<file path="src/rtl/data_check.sv">
// ---------------------------------------------------------------------------
// data_check -- incrementing-sequence checker with lock/loss hysteresis.
//
// The received word is expected to count up by one (mod 2^WIDTH) on each
// qualified sample. In HUNT the checker looks for LOCK_THRESH consecutive
// in-sequence increments. Once it has them it moves to LOCKED. In LOCKED it
// flags every mismatched sample and counts samples and errors. After
// LOSS_THRESH consecutive mismatches it falls back to HUNT.
//
// Ports
//   clk        : rising-edge clock
//   rst        : asynchronous reset, active low
//   en         : sample qualifier; nothing moves on cycles with en=0
//   data       : received word (WIDTH bits)
//   clr        : synchronous clear of err_count / word_count (wins over +1)
//   locked     : high while in LOCKED
//   err        : one-cycle pulse, registered, per mismatched sample in LOCKED
//   err_count  : saturating mismatch count (CNT_W bits)
//   word_count : saturating count of samples taken while LOCKED (CNT_W bits)
// ---------------------------------------------------------------------------
module data_check #(
  parameter int WIDTH       = 6,
  parameter int LOCK_THRESH = 4,
  parameter int LOSS_THRESH = 3,
  parameter int CNT_W       = 16
) (
  input  logic             clk,
  input  logic             rst,
  input  logic             en,
  input  logic [WIDTH-1:0] data,
  input  logic             clr,
  output logic             locked,
  output logic             err,
  output logic [CNT_W-1:0] err_count,
  output logic [CNT_W-1:0] word_count
);

  // Run counters only need to reach their thresholds.
  localparam int MW = $clog2(LOCK_THRESH + 1);
  localparam int SW = $clog2(LOSS_THRESH + 1);

  typedef enum logic {
    HUNT   = 1'b0,
    LOCKED = 1'b1
  } state_e;

  state_e           state_q,     state_d;
  logic             have_prev_q, have_prev_d;
  logic [WIDTH-1:0] exp_q,       exp_d;
  logic [MW-1:0]    match_q,     match_d;
  logic [SW-1:0]    miss_q,      miss_d;
  logic             err_q,       err_d;
  logic [CNT_W-1:0] err_cnt_q,   err_cnt_d;
  logic [CNT_W-1:0] word_cnt_q,  word_cnt_d;

  logic          hit;
  logic          miss_ev;
  logic          word_ev;
  logic [MW-1:0] match_inc;
  logic [SW-1:0] miss_inc;

  assign hit       = (data == exp_q);
  assign match_inc = match_q + 1'b1;
  assign miss_inc  = miss_q + 1'b1;

  // -------------------------------------------------------------------------
  // State register
  // -------------------------------------------------------------------------
  always_ff @(posedge clk or negedge rst) begin
    if (!rst) begin
      state_q     <= HUNT;
      have_prev_q <= 1'b0;
      exp_q       <= '0;
      match_q     <= '0;
      miss_q      <= '0;
      err_q       <= 1'b0;
      err_cnt_q   <= '0;
      word_cnt_q  <= '0;
    end else begin
      state_q     <= state_d;
      have_prev_q <= have_prev_d;
      exp_q       <= exp_d;
      match_q     <= match_d;
      miss_q      <= miss_d;
      err_q       <= err_d;
      err_cnt_q   <= err_cnt_d;
      word_cnt_q  <= word_cnt_d;
    end
  end

  // -------------------------------------------------------------------------
  // Next-state and datapath
  // -------------------------------------------------------------------------
  always_comb begin
    state_d     = state_q;
    have_prev_d = have_prev_q;
    exp_d       = exp_q;
    match_d     = match_q;
    miss_d      = miss_q;
    err_d       = 1'b0;
    miss_ev     = 1'b0;
    word_ev     = 1'b0;

    if (en) begin
      case (state_q)
        HUNT: begin
          // While hunting, exp always tracks the last word + 1. The next
          // sample is therefore judged only against its predecessor.
          exp_d = data + 1'b1;
          if (!have_prev_q) begin
            have_prev_d = 1'b1;
          end else if (hit) begin
            if (match_inc == MW'(LOCK_THRESH)) begin
              state_d = LOCKED;
              match_d = '0;
              miss_d  = '0;
            end else begin
              match_d = match_inc;
            end
          end else begin
            match_d = '0;
          end
        end

        LOCKED: begin
          // exp free-runs so one corrupt word costs exactly one error,
          // instead of also poisoning the comparison for the next word.
          word_ev = 1'b1;
          exp_d   = exp_q + 1'b1;
          if (!hit) begin
            err_d   = 1'b1;
            miss_ev = 1'b1;
            if (miss_inc == SW'(LOSS_THRESH)) begin
              state_d     = HUNT;
              have_prev_d = 1'b0;
              match_d     = '0;
              miss_d      = '0;
            end else begin
              miss_d = miss_inc;
            end
          end else begin
            miss_d = '0;
          end
        end

        default: state_d = HUNT;
      endcase
    end
  end

  // Statistics counters saturate at all-ones. clr takes priority over an
  // increment in the same cycle.
  always_comb begin
    err_cnt_d  = err_cnt_q;
    word_cnt_d = word_cnt_q;
    if (miss_ev && !(&err_cnt_q))  err_cnt_d  = err_cnt_q + 1'b1;
    if (word_ev && !(&word_cnt_q)) word_cnt_d = word_cnt_q + 1'b1;
    if (clr) begin
      err_cnt_d  = '0;
      word_cnt_d = '0;
    end
  end

  // -------------------------------------------------------------------------
  // Outputs
  // -------------------------------------------------------------------------
  always_comb begin
    locked     = (state_q == LOCKED);
    err        = err_q;
    err_count  = err_cnt_q;
    word_count = word_cnt_q;
  end

endmodule

</file>
<file path="config.mk">
export PLATFORM = sky130hd
export DESIGN_NAME = data_check
export DESIGN_NICKNAME = d
export VERILOG_FILES = /design/src/rtl/data_check.sv
export SDC_FILE = /design/constraint.sdc
export NUM_CORES = 1
export LEC_CHECK = 0
export BUFFER_PORTS_ARGS = -buffer_cell sky130_fd_sc_hd__buf_2
export CAP_MARGIN = 5
export CORE_ASPECT_RATIO = 1.25
export CORE_MARGIN = 5
export CORE_UTILIZATION = 53
export CTS_BUF_LIST = sky130_fd_sc_hd__clkbuf_4
export CTS_CLUSTER_SIZE = 28
export DETAILED_ROUTE_END_ITERATION = 6
export PLACE_DENSITY_LB_ADDON = 0.25
export SLEW_MARGIN = 30
export SYNTH_ARGS = -nofsm -noshare
export SYNTH_HDL_FRONTEND = slang
export SYNTH_SLANG_ARGS = --single-unit
export TNS_END_PERCENT = 5
</file>
<file path="constraint.sdc">
create_clock -name clk -period 1.95 [get_ports clk]
set_clock_uncertainty 0.05 [all_clocks]
set_input_delay 0.39 -clock clk [delete_from_list [all_inputs] [get_ports clk]]
set_output_delay 0.39 -clock clk [all_outputs]
set_load 0.01 [all_outputs]
</file>
* Word level (Yosys, flattened, before mapping)
Cells that the tools add are included.
** Word-level totals
- Bits in registers :: 46
- Word-level logic and storage cells :: 65
- Output and inout bits :: 34
** Operators by class
- Equality and inequality tests :: 8
- Bitwise operators :: 1
- Add/subtract/negate cells :: 6
- Mux-type cells :: 31
- Reductions and logical operators :: 11
** Operators with widths (number)
- 16-bit two-way mux :: 4
- 16-bit by 1-bit adder with 16-bit output (second input constant) :: 2
- 16-bit AND reduction :: 2
- 3-bit two-way mux :: 5
- 6-bit by 1-bit adder with 6-bit output (second input constant) :: 2
- 1-bit two-way mux :: 12
- 6-bit one-hot mux with 2 select lines :: 1
- 2-bit two-way mux :: 5
- 2-bit inequality test (second input constant) :: 4
- 4-bit AND reduction :: 2
- 6-bit == test :: 1
- 3-bit one-hot mux with 2 select lines :: 1
- 1-bit one-hot mux with 2 select lines :: 2
- 2-bit one-hot mux with 2 select lines :: 1
- 2-bit nonzero test :: 2
- 3-bit by 1-bit adder with 3-bit output (second input constant) :: 1
- 3-bit == test (second input constant) :: 1
- 3-bit AND reduction :: 1
- 2-bit by 1-bit adder with 2-bit output (second input constant) :: 1
- 2-bit == test (second input constant) :: 1
- 1-bit logical AND :: 2
- 1-bit zero test :: 2
- 2-bit by 1-bit inequality test with 1-bit output (second input constant) :: 1
- 1-bit NOT :: 1

* Depth between registers and ports, before layout
- Word-level depth :: 7
- Depth in mapped cells :: 8
- Depth with buffers taken out :: 7

* Worst setup path before layout
No wires, ideal clock.
- Path type :: flip-flop to flip-flop
- Start :: register state_q (netlist: locked)
- End :: register exp_q[4]
- Path slack :: -172 ps
- Data required time :: 1762 ps
- Stages on the path, launching flop included :: 8
- Clock period less this slack :: 2122 ps
- Arrival time :: 1934 ps
- Cell sequence :: dfrtp_1 buf_2 buf_1 mux2_2 ha_1 o21ai_0 mux2i_1 a21oi_1
** Between the ends
- Word-level cells in the longest chain between the ends :: 2
** RTL lines
- start: declaration :: line 47 : state_e state_q, state_d;
- start signal: assignment :: line 80 : state_q <= state_d;
- 1-bit NOT
- 6-bit one-hot mux with 2 select lines * :: line 105 : case (state_q)
- end signal: assignment :: line 82 : exp_q <= exp_d;
- end: declaration :: line 49 : logic [WIDTH-1:0] exp_q, exp_d;
Every way passes the cells marked *; elsewhere a longest branch is shown, timed or not.
A chain may end at the register's enable or synchronous reset.

* Worst setup path after layout
- Start :: register err_cnt_q[0] (netlist: err_count[0])
- End :: register err_cnt_q[14] (netlist: err_count[14])
** Between the ends
- Word-level cells in the longest chain between the ends :: 4
- Elaborated cells between the ends (all ways) :: 7
- Those cells by class :: add/sub: 1; mux: 2; reduce/logical: 4
** RTL lines
- start: declaration :: line 53 : logic [CNT_W-1:0] err_cnt_q, err_cnt_d;
- start signal: assignment :: line 86 : err_cnt_q <= err_cnt_d;
- parallel branches: the longest is 4 deep, another holds 16-bit by 1-bit adder with 16-bit output
Several ways; the timed one is not identified. The select of a mux whose other input is x is not followed.

==> results.toml <==
[placement]
io_buffer_count = 43
post-place-ws_ps = 48.0
gp_congestion = 0.796
placed_cells_incl_taps = 401
dpl.hpwl_um = 4390

[timing]
hold_viol_final = 0
setup_ws_ps = 92.8
finalCritPeriodShare = 0.952
rsz0062_at_grt = "yes"
fmax_ghz = 0.538
finalSetupViolCount = 0
fin_crit_ps = 1860
maxSlewHeadroom = 0.666
drv_slew = 0
tightestPinTransition_ps = 498
fin_tns_setup_ps = 0

[drt]
dr.pass1.iters = 4
vias_per_cell = 5.83
post-route-drc-count = 0
ant_nets = 0
vias = 2392
drt-total-wl_um = 5880
drt-wirelength-per-cell_um = 14.3
drtIter0Drc = 129

[pwr]
ir_drop_uv = 643
leakagePower_nw = 1.40
power_density_nw_per_um2 = 712

[cts]
cts.sinks = 46
clkTransAtPathRegs_ps = 130
cts_tree = "yes"
clk_latency_ps = 360
cts-root-buf = "clkbuf_4"
cts.path.max_buffers = 2
cts_inserted_buffers = 5
h-tree-depth = 2

[logic_synthesis]
synth_flop_cell = "dfrtp_1"
synth_cells = 285
syn_area_um2 = 2650
async_reset_ff_frac = 1.00
yosysSeqAreaShare = 0.434
synth.avg_cell_area_um2 = 9.30
synth_nets = 300
synth_seq_cells = 46
yosys_warnings = 0
yosysUniqueCellTypes = 54
synth-edff-count = 0

[global_route]
grt_pass1_vias = 2277
grt_max_degree = 23
antenna_found_initial = 0
grt_pass1_wl_um = 10200
grtUsageTotal = 0.196
grt_overflow = 0

[worst_setup_path]
criticalPathCategory = "flop to flop"
required_ps = 2200
path_max_fanout = 10
cp-start-kind = "flop"
cp-end-kind = "flop"
worstPathArrival_ps = 2100

[die]
num_io_pins = 44
die_area_um2 = 6530
start_util = 0.552
die_w_um = 73.3
num_rows = 28
fp.coreArea_um2 = 4800
fp.dieH_um = 89.1

[flow_run]
cap_violations = 0

[status]
outcome = "finished clean"

[final_layout]
final_core_util = 0.659
nets = 364
mostFrequentLayoutCells = "43 x dfrtp_1, 43 x buf_2, 25 x nor2_1, 25 x buf_4, 23 x a21oi_1"
drive_above_1_share = 0.283
syn_to_final_growth_pct = 19.3
final_cells = 410
n_antenna_cell = 0

[hold_path]
hold_path.class = "input port to flop"
-- per-layer routing --
layer	part of all wire	vias up	GRT usage	routed length (um)
li1	-	1177	-	-
met2	0.51	55	0.338	2970
met3	0.046	9	0.0349	273
met4	0.015	0	0.0671	87
met1	0.43	1151	0.247	2550
met5	0	-	0	0
-- cell families (layout without fill, tap and decap cells) --
group | after synthesis | in the layout | synth area share
buffers and inverters | 17 | 82 | 0.0293
AOI/OAI and AO/OA | 64 | 64 | 0.142
muxes | 9 | 9 | 0.0368
xor gates and xnor gates | 21 | 21 | 0.0694
and+or+nand+nor | 123 | 123 | 0.265
DFF | 46 | 46 | 0.434
adders and majority gates | 5 | 5 | 0.0236
-- cells in the mapped netlist, types with 3 or more instances --
cell type	instances	area share
nor3b_1	3	0.0085
clkbuf_1	5	0.0071
nor4bb_1	3	0.011
nand3_1	14	0.026
nand2_1	17	0.024
nor2b_1	4	0.0094
nand4_1	10	0.024
ha_1	5	0.024
o21ai_0	19	0.036
nand3b_1	3	0.0085
nor4_1	3	0.0071
or4_1	6	0.017
or3_1	6	0.014
mux2i_1	3	0.011
xor2_1	5	0.017
nor3_1	8	0.015
xnor2_1	16	0.053
buf_1	3	0.0042
dfrtp_1	46	0.43
nor2_1	25	0.035
a21oi_1	24	0.045
o31ai_1	8	0.023
mux2_2	6	0.025
inv_1	5	0.0071
-- power by group --
part           switching (mW)  internal [mW]  leakage (nW)
Sequential              0.146           1.06         0.614
Clock                   0.299          0.150        0.0331
Combinational           0.297          0.297         0.752
Total                   0.741           1.51          1.40
-- flip-flops by register name (all words and copies together), names as in the netlist --
signal and cells:
err 1, err_count 16, exp_q 6, have_prev_q 1
locked 1, match_q 3, miss_q 2, word_count 16
-- worst paths after layout --
kind	end	start	depth (start not counted)	slack [ps]
worst max-delay path	err_count[14]	err_count[0]	6	90
worst min-delay path	exp_q[5]	data[5]	3	290
worst min register to register	match_q[2]	match_q[2]	1	480
min in group asynchronous	err_count[13]	rst	2	400
worst max register to register	err_count[14]	err_count[0]	6	90
max in group asynchronous	err_count[7]	rst	3	840
-- timing repair --
item,CTS,global route
setup buffers,0,0
hold endpoints to repair,15,0
setup endpoints to repair,0,9
hold buffers,1,0
gates resized for setup,0,9
-- area by class of cell --
class,instances,area [um^2]
clock inverter,2,8.76
multi-input combinational,222,1450
fill,410,1640
sequential,46,1150
inverter,5,18.8
clock buffer,6,45.0
timing repair buffer,69,413
tap,60,75.1
-- metrics by stage --
| step | hold slack (ps) | power (mW) | instance area [um^2] |
|---|---|---|---|
| finish | 293 | 2.25 | 3160 |
| global route | 308 | 2.42 | 3160 |
| CTS | 282 | 2.27 | 3140 |
| detailed placement | 277 | 1.81 | 3070 |
| global placement | 277 | 1.79 | 3070 |
| floorplan | 44.4 | 1.60 | 2650 |
-- critical path, cell delays in order (launching register included) --
cell	delay, ps
dfrtp_1	410
ha_1	220
nand2_1	60
or2_4	250
nand2b_4	180
or4b_1	470
a21oi_1	150
Power figures use the tool's default switching activity.
